<file path="config.mk">
export PLATFORM = sky130hd
export DESIGN_NAME = multicycle_alu
export DESIGN_NICKNAME = d
export VERILOG_FILES = /design/src/rtl/alu_pkg.sv /design/src/rtl/iter_muldiv_unit.sv /design/src/rtl/multicycle_alu.sv
export SDC_FILE = /design/constraint.sdc
export NUM_CORES = 1
export LEC_CHECK = 0
export CAP_MARGIN = 0
export CORE_MARGIN = 2
export CORE_UTILIZATION = 55
export DETAILED_ROUTE_END_ITERATION = 7
export HOLD_SLACK_MARGIN = 0.06
export PLACE_DENSITY = 0.81
export SYNTH_ARGS = -nofsm -noshare
export SYNTH_HDL_FRONTEND = slang
export SYNTH_SLANG_ARGS = --single-unit
</file>
<file path="constraint.sdc">
create_clock -name clk -period 4.57 [get_ports clk]
set_input_delay 0.6855 -clock clk [delete_from_list [all_inputs] [get_ports clk]]
set_output_delay 0.6855 -clock clk [all_outputs]
set_load 0.02 [all_outputs]
</file>
<file path="src/rtl/alu_pkg.sv">
// Shared op encodings, FSM states and helpers
// for the multicycle datapath ALU.
package alu_pkg;

  localparam logic [2:0] ALU_AND  = 3'b000;
  localparam logic [2:0] ALU_OR   = 3'b001;
  localparam logic [2:0] ALU_ADD  = 3'b010;
  localparam logic [2:0] ALU_MUL  = 3'b011;
  localparam logic [2:0] ALU_DIVU = 3'b100;
  localparam logic [2:0] ALU_REMU = 3'b101;
  localparam logic [2:0] ALU_SUB  = 3'b110;
  localparam logic [2:0] ALU_SLT  = 3'b111;

  typedef enum logic [1:0] {
    IDLE,
    ITER,
    FINISH
  } state_t;

  function automatic logic is_iterative(input logic [2:0] op);
    return (op == ALU_MUL) || (op == ALU_DIVU) || (op == ALU_REMU);
  endfunction

endpackage

</file>
<file path="src/rtl/iter_muldiv_unit.sv">
// Bit-serial shift-add multiplier and restoring divider
// sharing one accumulator, shifter and iteration counter.
module iter_muldiv_unit #(
  parameter int WIDTH = 32
) (
  input  logic             clk,
  input  logic             rst,
  input  logic             load,
  input  logic             mode,
  input  logic             step,
  input  logic [WIDTH-1:0] a,
  input  logic [WIDTH-1:0] b,
  output logic [WIDTH-1:0] acc_next,
  output logic [WIDTH-1:0] quo_next,
  output logic             last
);

  localparam int CW = $clog2(WIDTH);

  logic [WIDTH-1:0] acc;
  logic [WIDTH-1:0] x;
  logic [WIDTH-1:0] y;
  logic [WIDTH-1:0] x_n;
  logic [WIDTH:0]   rem_sh;
  logic [WIDTH:0]   diff;
  logic             ge;
  logic             mode_q;
  logic [CW-1:0]    count;

  // mode_q=0: acc=product, x=multiplicand, y=multiplier
  // mode_q=1: acc=partial remainder, x=divisor, y=dividend/quotient
  always_comb begin
    rem_sh   = {acc, y[WIDTH-1]};
    diff     = rem_sh - {1'b0, x};
    ge       = ~diff[WIDTH];
    acc_next = acc;
    quo_next = y;
    x_n      = x;
    if (mode_q) begin
      acc_next = ge ? diff[WIDTH-1:0] : rem_sh[WIDTH-1:0];
      quo_next = {y[WIDTH-2:0], ge};
    end else begin
      acc_next = acc + (y[0] ? x : '0);
      quo_next = y >> 1;
      x_n      = x << 1;
    end
  end

  assign last = (count == CW'(WIDTH - 1));

  always_ff @(posedge clk or posedge rst) begin
    if (rst) begin
      acc    <= '0;
      x      <= '0;
      y      <= '0;
      mode_q <= 1'b0;
      count  <= '0;
    end else if (load) begin
      acc    <= '0;
      x      <= mode ? b : a;
      y      <= mode ? a : b;
      mode_q <= mode;
      count  <= '0;
    end else if (step) begin
      acc   <= acc_next;
      x     <= x_n;
      y     <= quo_next;
      count <= count + CW'(1);
    end
  end

endmodule

</file>
<file path="src/rtl/multicycle_alu.sv">
// Sequential ALU: single-cycle logic/arith ops plus
// iterative MUL/DIVU/REMU behind a start/busy/done handshake.
module multicycle_alu
  import alu_pkg::*;
#(
  parameter int WIDTH      = 32,
  parameter bit SIGNED_SLT = 1'b0
) (
  input  logic             clk,
  input  logic             rst,
  input  logic             start,
  input  logic [WIDTH-1:0] a,
  input  logic [WIDTH-1:0] b,
  input  logic [2:0]       alu_op,
  output logic [WIDTH-1:0] result,
  output logic             zero,
  output logic             busy,
  output logic             done,
  output logic             div_by_zero
);

  state_t           state;
  state_t           next_state;
  logic [2:0]       op_q;
  logic [WIDTH-1:0] comb_res;
  logic             slt_bit;
  logic             b_zero;
  logic             load;
  logic             step;
  logic             wr;
  logic             wr_dbz;
  logic [WIDTH-1:0] wr_val;
  logic [WIDTH-1:0] acc_next;
  logic [WIDTH-1:0] quo_next;
  logic             last;

  assign b_zero = (b == '0);

  // Also supplies the divide-by-zero results for DIVU/REMU
  always_comb begin
    slt_bit  = SIGNED_SLT ? ($signed(a) < $signed(b)) : (a < b);
    comb_res = '0;
    unique case (alu_op)
      ALU_AND:  comb_res = a & b;
      ALU_OR:   comb_res = a | b;
      ALU_ADD:  comb_res = a + b;
      ALU_SUB:  comb_res = a - b;
      ALU_SLT:  comb_res = {{(WIDTH-1){1'b0}}, slt_bit};
      ALU_DIVU: comb_res = '1;
      ALU_REMU: comb_res = a;
      default:  comb_res = '0;
    endcase
  end

  always_comb begin
    next_state = state;
    load       = 1'b0;
    step       = 1'b0;
    wr         = 1'b0;
    wr_dbz     = 1'b0;
    wr_val     = comb_res;
    unique case (state)
      IDLE: begin
        if (start) begin
          if (is_iterative(alu_op) && !b_zero) begin
            next_state = ITER;
            load       = 1'b1;
          end else begin
            next_state = FINISH;
            wr         = 1'b1;
            wr_dbz     = b_zero &&
                         ((alu_op == ALU_DIVU) ||
                          (alu_op == ALU_REMU));
          end
        end
      end
      ITER: begin
        step = 1'b1;
        if (last) begin
          next_state = FINISH;
          wr         = 1'b1;
          wr_val     = (op_q == ALU_DIVU) ? quo_next : acc_next;
        end
      end
      FINISH:  next_state = IDLE;
      default: next_state = IDLE;
    endcase
  end

  always_ff @(posedge clk or posedge rst) begin
    if (rst) begin
      state       <= IDLE;
      op_q        <= ALU_AND;
      result      <= '0;
      div_by_zero <= 1'b0;
    end else begin
      state <= next_state;
      if (load) op_q <= alu_op;
      if (wr) begin
        result      <= wr_val;
        div_by_zero <= wr_dbz;
      end
    end
  end

  assign busy = (state == ITER);
  assign done = (state == FINISH);
  assign zero = (result == '0);

  iter_muldiv_unit #(
    .WIDTH(WIDTH)
  ) u_iter (
    .clk      (clk),
    .rst      (rst),
    .load     (load),
    .mode     (alu_op != ALU_MUL),
    .step     (step),
    .a        (a),
    .b        (b),
    .acc_next (acc_next),
    .quo_next (quo_next),
    .last     (last)
  );

endmodule

</file>
==> impl_metrics.yaml, run 1 <==
global_route:
  use_met3: 0.0797
  top_usage_layer: "met2"
  grt_use_met1: 0.556
  grt_pass1_vias: 16400
  grt_usage: 0.385
  grt_max_degree: 100
  grtUsageMet2: 0.584
  gr-total-overflow: 0
  grt_antenna_before_repair: 3
  grt_first_pass_wirelength_mm: 93.8
synth:
  seq_area_frac_synth: 0.211
  syn_area_mm2: 0.0166
  synth_fa_ha_area_frac: 0.135
  synth_nets: 2482
  synthMuxAreaShare: 0.0555
  synth_top_area_cell: "dfrtp_1"
  synth-simple-area-share: 0.184
  synth_xor_area_frac: 0.0438
  yosys.cell_types.count: 92
  synth_seq_cells: 140
  netlist_instances: 2235
  yosysMostFrequentCell: "a21oi_1"
  ys.flop_type: "dfrtp_1"
  synth_compound_area_frac: 0.301
  synth_edf_count: 0
  synth.area.top_cells: "dfrtp_1, ha_1, a21oi_1"
  synthArstFlopShare: 1.00
  synthTopCellsByCount: "a21oi_1, nor2_1, nand2_1, ha_1, inv_1"
  synth_top_area_frac: 0.211
  synth_top_family_by_area: "compound AO/OA/AOI/OAI gates"
  yosys_warnings: 0
  syn_area_per_cell_um2: 7.42
sta:
  finalSetupTns_ns: 0
  finalMaxSlewViolations: 0
  slew_headroom: 0.260
  rsz0062_at_grt: "no"
  whs_ns: 0.491
  setup-violations-final: 0
  fin_crit_sh: 0.902
  worst_slew_pin_slew_ns: 1.10
  fin_crit_ns: 4.12
  setup_ws_ns: 0.450
  hold_viol: 0
  timing.fmax_ghz: 0.243
  finalClockSkew_ns: 0.0109
placed_design:
  portBuffers: 105
  postPlaceCellArea_mm2: 0.0182
  gp_congestion: 1.04
  hpwl_mm: 47.6
  dp_slack_ns: 0.150
  place_inst: 2665
cells_and_area:
  syn2layout_area_growth_pct: 13.4
  final_util: 0.634
  diodes: 0
  final_area_mm2: 0.0188
  instances_no_fill: 2697
  fillers: 2589
  drive_above_1_share: 0.0629
  final_nets: 2541
clock_network:
  clk_path_buf_depth: 2
  clkSinkCount: 140
  clk_pin_slew_ns: 0.07
  cts_buffers: 17
  cts-resized-gates: 0
  htreeDepth: 4
  cts_tree: "yes"
  clk-insertion-delay-late_ns: 0.43
  post_cts_buffers: 0
  clockRootBuffer: "clkbuf_16"
  hold_buffers: 0
outcome:
  violations: "DRC"
  outcome: "finished, violations left"
worst_setup_path:
  worstPathRequired_ns: 4.85
  crit_type: "input port to register"
  path_cells: "clkdlybuf4s50_1, ha_1, inv_1, fa_1, nand2b_1, a31oi_1, nor4_1, o221ai_1, a31oi_2, o21ai_1, a31oi_1, xnor2_1, a221oi_1, o22ai_1"
  start_kind: "input port"
  r2r_slack_ns: 0.59
  crit_top_cell: "a31oi_1"
  max_stage_delay_ns: 0.56
  crit_end: "result[26]"
  critPathSlowestCell: "clkdlybuf4s50_1"
  regToRegEndpoint: "result[26]"
  worst_r2r_path_depth: 13
  critPathMaxFanout: 5
  worstPathArrival_ns: 4.40
  crit_path_start: "b[0]"
  endpoint_kind: "register"
  r2r_start: "u_iter.y[0]"
power:
  ir_drop_mv: 0.355
  power_mw: 12.3
  p_leak_nw: 8.51
  p_per_area_mw_per_mm2: 652
worst_hold_path:
  hold_path.class: "register to register"
die:
  num_rows: 63
  die-area_mm2: 0.0316
  die_w_um: 178
  core_area_mm2: 0.0296
  io_pins: 106
  initial_core_util: 0.560
  die_h_um: 178
flow_run:
  max-cap-violations: 0
detailed_routing:
  vias_per_cell: 6.62
  firstDrtPassIters: 8
  drc: 13
  drtIter0Drc: 2411
  num_vias: 17900
  wl_per_cell_um: 22.9
  postRouteAntennaNets: 0
  routed_wl_mm: 61.6
## worst min-delay path by stage
| stage | slack, ns | cells after the start | to | from |
|---|---|---|---|---|
| floorplan | 0.45 | 2 | op_q[1] | op_q[1] |
| global placement | 0.46 | 2 | op_q[1] | op_q[1] |
| detailed placement | 0.47 | 2 | op_q[1] | op_q[1] |
| CTS | 0.49 | 2 | op_q[1] | op_q[1] |
| global route | 0.54 | 2 | op_q[1] | op_q[1] |
| finish | 0.49 | 2 | op_q[1] | op_q[1] |
## layer usage
metal / part of all wire / routed length (um) / up-vias
met2: 0.43 / 26500 / 1156
met5: 0.00019 / 12 / -
li1: - / - / 8160
met1: 0.43 / 26500 / 8414
met3: 0.11 / 6990 / 129
met4: 0.028 / 1710 / 2
## final cells by class
class	instances	area, um2	area share
multi-input combinational	1794	12000	0.636
timing repair buffer	168	1560	0.0832
clock inverter	15	211	0.0112
sequential	140	3510	0.187
inverter	173	654	0.0348
clock buffer	17	425	0.0226
tap	390	488	0.0260
## sequential cells by signal (all words and copies together) (netlist names)
register / flops
u_iter.x: 32
op_q: 3
state: 2
result: 32
u_iter.acc: 32
div_by_zero: 1
u_iter.y: 32
u_iter.count: 5
u_iter.mode_q: 1
## placed cells by master, fill, tap and decap left out, drive strengths merged, types with 9 or more instances in the layout
cell,count
a21oi,275
nor2,224
nand2,202
inv,176
ha,173
o21ai,167
dfrtp,140
clkdlybuf4s50,103
mux2i,77
buf,65
xnor2,61
and2,42
o22ai,41
nand3,41
a21o,39
o221ai,39
o211ai,30
nor3,26
a31oi,26
nor4,23
xor2,22
nand4,19
o21a,18
clkbuf,17
a211oi,16
o21bai,16
nand2b,16
nor2b,14
o31ai,13
and3,11
a221o,11
mux2,11
a211o,10
nor3b,9
a22o,9
a221oi,9
or2,9
## power breakdown
part / total [mW] / switching, mW / internal, mW / leakage, nW
combinational: 8.21 / 4.96 / 3.25 / 6.41
sequential: 2.52 / 0.746 / 1.78 / 1.80
clock: 1.52 / 0.600 / 0.923 / 0.297
## cell families after synthesis
logic type | Yosys count
buffers and inverters | 301
adder cells (fa/ha/maj) | 177
XOR/XNOR | 83
AO/OA/AOI/OAI | 784
AND/OR/NAND/NOR | 661
multiplexers | 89
flip-flops | 140
## critical path: cells and delay by family
family          cells  cell delay (ns)
compound gates      7             1.98
buf+inv             2             0.64
fa+ha+maj           2             0.62
simple gates        2             0.31
xor+xnor            1             0.15
(Power assumes the default switching activity.)
==> run 2, diff against run 1 <==
--- a/config.mk
+++ b/config.mk
@@ -10,7 +10,7 @@
 export CORE_UTILIZATION = 55
 export DETAILED_ROUTE_END_ITERATION = 7
 export HOLD_SLACK_MARGIN = 0.06
-export PLACE_DENSITY = 0.81
+export PLACE_DENSITY = 0.88
 export SYNTH_ARGS = -nofsm -noshare
 export SYNTH_HDL_FRONTEND = slang
 export SYNTH_SLANG_ARGS = --single-unit
==> impl_metrics.yaml, run 2 (synthesis gave the netlist of run 1 again) <==
worst_setup_path:
  r2r_start: "u_iter.x[20]"
  critPathMaxFanout: 25
  endpoint_kind: "register"
  worstPathRequired_ns: 4.84
  start_kind: "register"
  r2r_slack_ns: 0.42
  crit_type: "register to register"
  worst_r2r_path_depth: 11
  regToRegEndpoint: "result[11]"
  worstPathArrival_ns: 4.42
sta:
  slew_headroom: 0.177
  fin_crit_ns: 4.15
  finalClockSkew_ns: 0.0114
  fin_crit_sh: 0.908
  rsz0062_at_grt: "no"
  finalMaxSlewViolations: 0
  timing.fmax_ghz: 0.241
  worst_slew_pin_slew_ns: 1.22
  setup-violations-final: 0
  finalSetupTns_ns: 0
  hold_viol: 0
worst_hold_path:
  holdCritStartpoint: "op_q[1]"
  min_to: "op_q[1]"
  whs_path_depth: 2
  hold_path.class: "register to register"
clock_network:
  cts-resized-gates: 0
  clkSinkCount: 140
  hold_buffers: 0
  clk_pin_slew_ns: 0.06
  cts_tree: "yes"
  htreeDepth: 4
  cts_buffers: 17
  clockRootBuffer: "clkbuf_16"
  clk-insertion-delay-late_ns: 0.43
  post_cts_buffers: 0
  clk_path_buf_depth: 2
detailed_routing:
  drtIter0Drc: 2395
  wl_per_cell_um: 22.5
  postRouteAntennaNets: 0
  firstDrtPassIters: 7
  drc: 0
  num_vias: 17900
  vias_per_cell: 6.67
  routed_wl_mm: 60.2
global_route:
  grt_max_degree: 97
  use_met3: 0.0677
  grt_usage: 0.376
  grt_first_pass_wirelength_mm: 92.6
  grt_use_met1: 0.524
  gr-total-overflow: 0
  top_usage_layer: "met2"
  grt_antenna_before_repair: 1
  grt_pass1_vias: 16600
  grtUsageMet2: 0.583
cells_and_area:
  diodes: 0
  final_nets: 2526
  fillers: 2615
  final_area_mm2: 0.0187
  multiInputGateArea_mm2: 0.0120
  layout_common_cells: "a21oi_1, nor2_1, nand2_1"
  final_common_cell: "a21oi_1"
  drive_above_1_share: 0.0563
  syn2layout_area_growth_pct: 12.5
  regArea_mm2: 0.00351
placed_design:
  postPlaceCellArea_mm2: 0.0181
  hpwl_mm: 46.7
  portBuffers: 105
  gp_congestion: 1.02
die:
  die_w_um: 178
  die_h_um: 178
  core_area_mm2: 0.0296
  initial_core_util: 0.560
  num_rows: 63
  die-area_mm2: 0.0316
  io_pins: 106
flow_run:
  max-cap-violations: 0
power:
  ir_drop_mv: 0.348
  p_per_area_mw_per_mm2: 650
  p_leak_nw: 8.43
outcome:
  outcome: "finished, final reports clean"
run 2: worst max-delay path, stage by stage (launching register included):
cell and delay, ns:
dfrtp_1 0.43, inv_1 0.07, ha_1 0.39, a21oi_1 0.27, o211ai_1 0.16, a211oi_1 0.45, nand3_1 0.23, o211ai_4 0.76
buf_4 0.33, mux2_2 0.35, o21ai_0 0.40, o21ai_0 0.15
run 2: cell type report:
class,instances,area share
sequential,140,0.188
clock buffer,20,0.0239
clock inverter,12,0.00865
multi-input combinational,1794,0.641
timing repair buffer,153,0.0778
inverter,173,0.0351
tap,390,0.0261
run 2: worst max-delay path by stage:
stage,to,slack [ns],cells past startpoint,from
final,result[11],0.42,11,u_iter.x[20]
after global placement,result[26],0.37,14,a[0]
after floorplan,div_by_zero,0.13,1,rst
after CTS,result[11],0.57,11,u_iter.x[20]
after global routing,result[11],0.22,11,u_iter.x[20]
after detailed placement,result[26],0.27,14,b[5]
run 2: layer usage:
| layer | share of wire | up-vias |
|---|---|---|
| li1 | - | 8120 |
| met1 | 0.41 | 8440 |
| met2 | 0.44 | 1152 |
| met3 | 0.11 | 167 |
| met4 | 0.038 | 0 |
| met5 | 0 | - |
run 2: metrics by stage:
stage / hold slack, ns / utilization / instances / setup slack [ns] / power [mW]
final: 0.513 / 0.630 / 2682 / 0.422 / 12.1
after global routing: 0.536 / 0.630 / 2682 / 0.224 / 12.8
after CTS: 0.509 / 0.630 / 2682 / 0.566 / 11.9
after detailed placement: 0.493 / 0.609 / 2650 / 0.271 / 10.4
after global placement: 0.463 / 0.609 / 2650 / 0.368 / 10.1
after floorplan: 0.451 / - / 2235 / 0.132 / 7.94
run 2: where the power goes:
part | internal (mW) | total (mW) | switching [mW]
Sequential | 1.78 | 2.52 | 0.744
Combinational | 3.21 | 8.16 | 4.94
Clock | 0.879 | 1.45 | 0.574
Total | 5.87 | 12.1 | 6.26
